===== src/rtl/jk_bank_arbiter.sv =====
// Round-robin arbiter that applies one requester's per-bit JK command per cycle to a shared bank.
// Optional owner lock is compiled in with JKARB_LOCK_EN.
module jk_bank_arbiter #(
    parameter int NREQ  = 4,
    parameter int WIDTH = 4
) (
    input  logic                      clk,
    input  logic                      rst,
    input  logic [NREQ-1:0]           req,
    input  logic [NREQ*2*WIDTH-1:0]   jk_cmd,
`ifdef JKARB_LOCK_EN
    input  logic [NREQ-1:0]           lock,
`endif
    output logic [NREQ-1:0]           gnt,
    output logic [WIDTH-1:0]          q,
    output logic [WIDTH-1:0]          qb,
    output logic                      busy
);

    localparam int PW = $clog2(NREQ);

    logic [PW-1:0]      ptr;
    logic [NREQ-1:0]    elig;
    logic               found;
    logic [PW-1:0]      win;
    logic [PW-1:0]      win_next;
    logic [2*WIDTH-1:0] cmd;
    logic [WIDTH-1:0]   q_next;

`ifdef JKARB_LOCK_EN
    typedef enum logic [0:0] {IDLE, LOCKED} state_t;
    state_t             state;
    logic [PW-1:0]      owner;
    logic [PW-1:0]      owner_next;
`endif

    always_comb begin
        // Last cycle's grantee is masked so a held req is never applied twice in a row.
        elig = req & ~gnt;
`ifdef JKARB_LOCK_EN
        if (state == LOCKED)
            elig = elig & (NREQ'(1) << owner);
`endif
        found = 1'b0;
        win   = '0;
        // Descending scan: the last hit is the closest index at or after ptr.
        for (int k = NREQ - 1; k >= 0; k--) begin
            if (elig[(int'(ptr) + k) % NREQ]) begin
                found = 1'b1;
                win   = PW'((int'(ptr) + k) % NREQ);
            end
        end
        win_next = PW'((int'(win) + 1) % NREQ);
        cmd      = jk_cmd[int'(win)*2*WIDTH +: 2*WIDTH];
        for (int b = 0; b < WIDTH; b++) begin
            case (cmd[2*b +: 2])
                2'b00:   q_next[b] = q[b];
                2'b01:   q_next[b] = 1'b0;
                2'b10:   q_next[b] = 1'b1;
                default: q_next[b] = ~q[b];
            endcase
        end
    end

`ifdef JKARB_LOCK_EN
    assign owner_next = PW'((int'(owner) + 1) % NREQ);
`endif

    always_ff @(posedge clk or posedge rst) begin
        if (rst) begin
            q   <= '0;
            gnt <= '0;
            ptr <= '0;
`ifdef JKARB_LOCK_EN
            state <= IDLE;
            owner <= '0;
            busy  <= 1'b0;
`endif
        end else begin
            gnt <= '0;
            if (found) begin
                q   <= q_next;
                gnt <= NREQ'(1) << win;
                ptr <= win_next;
            end
`ifdef JKARB_LOCK_EN
            case (state)
                IDLE: begin
                    if (found && lock[win]) begin
                        state <= LOCKED;
                        owner <= win;
                        busy  <= 1'b1;
                    end
                end
                LOCKED: begin
                    if (!lock[owner]) begin
                        state <= IDLE;
                        busy  <= 1'b0;
                        ptr   <= owner_next;
                    end
                end
                default: state <= IDLE;
            endcase
`endif
        end
    end

`ifndef JKARB_LOCK_EN
    assign busy = 1'b0;
`endif

    assign qb = ~q;

endmodule


===== config.mk =====
export PLATFORM = sky130hd
export DESIGN_NAME = jk_bank_arbiter
export DESIGN_NICKNAME = d
export VERILOG_FILES = /design/src/rtl/jk_bank_arbiter.sv
export SDC_FILE = /design/constraint.sdc
export NUM_CORES = 1
export LEC_CHECK = 0
export BUFFER_PORTS_ARGS = -buffer_cell sky130_fd_sc_hd__buf_2
export CORE_MARGIN = 5
export CORE_UTILIZATION = 46
export CTS_CLUSTER_DIAMETER = 150
export CTS_CLUSTER_SIZE = 12
export DETAILED_ROUTE_END_ITERATION = 6
export PLACE_DENSITY = 0.86
export SKIP_LAST_GASP = 1
export SLEW_MARGIN = 20
export SYNTH_ARGS = -nofsm -noshare
export SYNTH_HDL_FRONTEND = slang
export SYNTH_SLANG_ARGS = --single-unit

===== constraint.sdc =====
create_clock -name clk -period 3.4 [get_ports clk]
set_clock_uncertainty 0.2 [all_clocks]
set_input_delay 0 -clock clk [delete_from_list [all_inputs] [get_ports clk]]
set_output_delay 0 -clock clk [all_outputs]
set_load 0.1 [all_outputs]

# Yosys cells after proc, flatten, opt, wreduce, memory -nomap -nowiden
# Index checks and enable logic that the tools add are counted.
dict set report totals {
  inputBits 38
  out_inout_bits 13
  elab_cells 73
  regBits 10
}
dict set report classes {
  magnitude_cmp 4
  n_eq_ne 8
  n_addsub 4
  n_bitwise 14
  n_shift 2
  mux 24
  n_reduce_logical 11
}
# cell count
set op_table {}
lappend op_table {{32-bit by 6-bit variable part select with 8-bit output} 1}
lappend op_table {{3-bit by 4-bit < comparator with 1-bit output (second input constant)} 3}
lappend op_table {{1-bit one-hot mux with 3 select lines} 4}
lappend op_table {{1-bit 2-to-1 mux} 11}
lappend op_table {{1-bit binary-select mux with 2-bit select} 4}
lappend op_table {{2-bit by 1-bit equality test with 1-bit output (second input constant)} 4}
lappend op_table {{2-bit equality test (second input constant)} 4}
lappend op_table {{2-bit zero test} 4}
lappend op_table {{2-bit 2-to-1 mux} 4}
lappend op_table {{1-bit NOT} 8}
lappend op_table {{4-bit NOT} 2}
lappend op_table {{2-bit AND reduction} 4}
lappend op_table {{2-bit OR reduction} 3}
lappend op_table {{2-bit by 1-bit adder with 2-bit output (second input constant)} 2}
lappend op_table {{2-bit adder (second input constant)} 2}
lappend op_table {{4-bit bitwise AND} 1}
lappend op_table {{4-bit 2-to-1 mux} 1}
lappend op_table {{1-bit by 2-bit << shifter with 4-bit output (first input constant)} 1}
lappend op_table {{1-bit bitwise AND (first input constant)} 3}
lappend op_table {{2-bit by 3-bit < comparator with 1-bit output (second input constant)} 1}

# Depth between registers and ports, before layout
dict set report depth {
  word_depth 14
  depth_mapped 11
  depth_no_buf 9
}

# Worst setup path after synthesis
# No wires, ideal clock.
dict set report synth_timing {
  path_kind {register to register}
  start {register gnt[2]}
  end {register q[3]}
  path_buffers 2
  required_ns 3.106
  path_slack_ns 0.116
  stages_incl_launch_ff 12
  arrival_ns 2.991
  setup_ns 0.094
  synth_period_minus_slack_ns 3.284
  path_cell_list {dfrtp_1 -> nor2b_4 -> a221oi_2 -> o22ai_2 -> buf_6 -> buf_12 -> mux2i_1 -> mux2_2 -> ha_1 -> nor2b_1 -> or4_1 -> o21ai_0}
}
dict set report synth_between {
  elab_chain_cells 13
  word_cells_on_any_way 28
  classes_between {eq/ne: 2; shift: 1; mux: 20; bitwise: 3; reduce/logical: 2}
}
# element line_no
set synth_lines {}
lappend synth_lines {{start, declared} 14} ;# output logic [NREQ-1:0] gnt,
lappend synth_lines {{start signal, assigned} 83} ;# gnt <= NREQ'(1) << win;
lappend synth_lines {{4-bit NOT (*)} 39} ;# elig = req & ~gnt;
lappend synth_lines {{4-bit bitwise AND (*)} 39}
lappend synth_lines {{parallel branches: the longest is 11 deep, another holds 32-bit by 6-bit variable part select with 8-bit output} n/a}
lappend synth_lines {{end signal, assigned} 82} ;# q <= q_next;
lappend synth_lines {{end, declared} 15} ;# output logic [WIDTH-1:0] q,
# Mark *: on every way between the ends. The select of a mux whose other input is x is not followed.
# A chain may end at the register's enable or synchronous reset.

# Worst setup path in the final report
dict set report layout_timing {
  start {register gnt[1]}
  end {register q[1]}
}
# The elaborated chain is that of the path after synthesis.

==> summary.txt <==
Yosys
  – Synth top area cells: dfrtp_1 23%, mux2i_1 19%, ha_1 14%
  – Syn_area_per_cell: 10.6 um2
  – EDFF count, synth: 0
  – Post-Syn Nets: 152
  – Synth Warn #: 0
  – Top-count cell post-synth: mux2i_1
  – Post-synth top area share: 0.232
  – Cell accounting for the most synthesized area: dfrtp_1
  – Synth cell count leaders: 20 x mux2i_1, 12 x ha_1, 10 x dfrtp_1, 9 x inv_1, 9 x nor2b_1
  – Synth Flop Type: dfrtp_1
  – Register area share after synthesis: 0.232
  – Gate Count Post-Synth: 102
  – Yosys reg bits: 10
  – Yosys cell types: 24
  – Post-synth ARST share: 1.00
  – Synthesized area: 1080 um2

Placement
  – # port buffers: 49
  – DP HPWL: 2.00 mm
  – RePlAce Congestion: 0.772

Clock tree
  – Post-CTS Setup Repair Bufs: 0
  – CTS H-Tree Depth: 1
  – Clock tree buffer depth: 2
  – Worst-path clk slew: 0.07 ns
  – Worst-Skew Late Latency: 0.26 ns
  – Clock sinks: 10
  – TritonCTS clock tree: built
  – Root Driver: clkbuf_4
  – CTS resizes: 0
  – CTS buffer count: 3

Routing
  – DR iter-0 viols: 7
  – Detailed Route WL: 2.38 mm
  – Drt pass-1 iters: 4
  – Residual DRC: 0
  – Final ANT Viol Nets: 0
  – Routed vias/inst: 5.10
  – Wire per inst: 13.1 um
  – Total number of vias: 929

STA
  – Final period util: 0.844
  – Fin. Hold Viols: 0
  – Max-slew violation count: 0
  – RSZ-0062 raised after global routing: no
  – Max Fclk: 349 MHz
  – Setup TNS: 0 ns
  – Final setup vio count: 0
  – Minimum clock period: 2.87 ns

Floorplan
  – Core area: 2230 um2
  – Io pins: 51
  – Die ar.: 3410 um2
  – Starting Density: 0.483
  – Die Height: 58.4 um
  – Core Rows: 17
  – Die X: 58.4 um

GRT
  – First-pass GRT wire length: 3.94 mm
  – Vias in the first global route: 990
  – Antenna violations before repair: 0
  – GR peak layer: met2
  – Congestion Overflow GR: 0
  – Grt met2 use: 0.284
  – GRT met3 Usage: 0.0351
  – Met1 usage: 0.153
  – Global Route Usage Sum: 0.152
  – Largest net degree at the start of global routing: 20

Min path
  – Min-Delay Path Class: primary input to asynchronous set/reset pin

Setup path
  – Worst Path Required: 3.39 ns
  – Startpoint types: flip-flop
  – Setup crit end kind: flip-flop
  – Path type of the worst setup path: flip-flop to flip-flop
  – Slowest-stage cell, CP: dfrtp_1
  – Slowest cell delay on critical path: 0.41 ns
  – Max FO, Critical Path: 19
  – Delay-heaviest family, CP: simple AND/OR/NAND/NOR gates
  – Arr. time, crit path: 2.86 ns
  – CP bufs+invs: 1
  – Worst-path cell chain: nand2b_1 > a211oi_1 > o22ai_2 > buf_4 > mux2i_1 > mux2_1 > ha_1 > nor2b_1 > or4_1 > o21ai_0

Cells and area
  – NumNets Final: 205
  – Synth-to-layout area growth: 27.3%
  – Diode count: 0
  – Filler instances: 208
  – Share of cells above drive strength 1: 0.468

Status
  – Status: finished, final reports clean

Job
  – Max_cap viols: 0
cell usage in the layout (no fill, tap or decap):
| cell type | count |
|---|---|
| inv_1 | 9 |
| a21oi_1 | 2 |
| mux2_2 | 8 |
| nor2b_1 | 9 |
| mux2_1 | 1 |
| or4_1 | 4 |
| ha_1 | 12 |
| buf_2 | 49 |
| conb_1 | 1 |
| dlygate4sd3_1 | 1 |
| a211oi_1 | 5 |
| o22ai_2 | 2 |
| clkbuf_4 | 3 |
| clkbuf_8 | 1 |
| mux2i_1 | 20 |
| dfrtp_1 | 10 |
| nand2b_1 | 2 |
| o21a_1 | 1 |
| buf_4 | 3 |
| a221oi_2 | 1 |
| nor3b_2 | 1 |
| nor4_2 | 1 |
| nor2_1 | 1 |
| nor2b_4 | 3 |
| o21ai_0 | 4 |
state kept, by name, indices dropped and copies added, names as in the netlist:
signal / flops
ptr: 2
gnt: 4
q: 4
tightest hold or removal path: stages:
cell and delay [ns]:
dlygate4sd3_1 0.54, buf_2 0.12, inv_1 0.28
per-layer routing:
metal	wire [um]	share of wire
met2	1190	0.50
met1	933	0.39
met3	224	0.094
met4	29	0.012
met5	0	0
path summary, 6_finish.rpt:
check	to	startpoint	cells after the start	slack, ns
worst max-delay path	q[1]$_DFFE_PP0P_	gnt[1]$_DFF_PP0_	10	0.53
worst min-delay path	q[1]$_DFFE_PP0P_	rst	3	0.06
worst max register to register	q[1]$_DFFE_PP0P_	gnt[1]$_DFF_PP0_	10	0.53
worst min register to register	q[2]$_DFFE_PP0P_	q[2]$_DFFE_PP0P_	2	0.38
max in group asynchronous	gnt[3]$_DFF_PP0_	rst	3	2.67
min in group clk	gnt[1]$_DFF_PP0_	req[0]	5	0.18
layout make-up:
| type | count | area (um2) | share of cell area |
|---|---|---|---|
| inverters | 9 | 33.8 | 0.0246 |
| multi-input cells | 78 | 739 | 0.539 |
| flip-flops and latches | 10 | 250 | 0.182 |
| clock buffers | 4 | 36.3 | 0.0264 |
| well taps | 28 | 35.0 | 0.0255 |
| repair buffers | 53 | 278 | 0.202 |
timing repair:
item                                   4_1_cts  5_1_grt
hold buffers                                 1        0
setup endpoints to repair                    0        0
endpoints found under the hold margin       10        0
per-stage QoR:
stage	area [um2]	utilization	setup WS (ns)	hold slack, ns	std cells
finish	1370	0.615	0.531	0.0576	182
global route	1370	0.615	0.375	0.0727	182
CTS	1370	0.615	0.500	0.0616	182
detailed placement	1330	0.594	0.515	-0.199	177
global placement	1330	0.594	0.658	-0.206	177
floorplan	1080	-	0.116	-0.360	102
kinds of logic after synthesis:
group           synth area share
mux                        0.280
simple gates               0.157
compound gates             0.107
buf+inv                   0.0824
fa+ha+maj                  0.139
flops                      0.232
other cells              0.00348
Power is left out: the tool's default activity adds up to more than one toggle a clock period on the data nets, which glitch-free logic cannot reach.
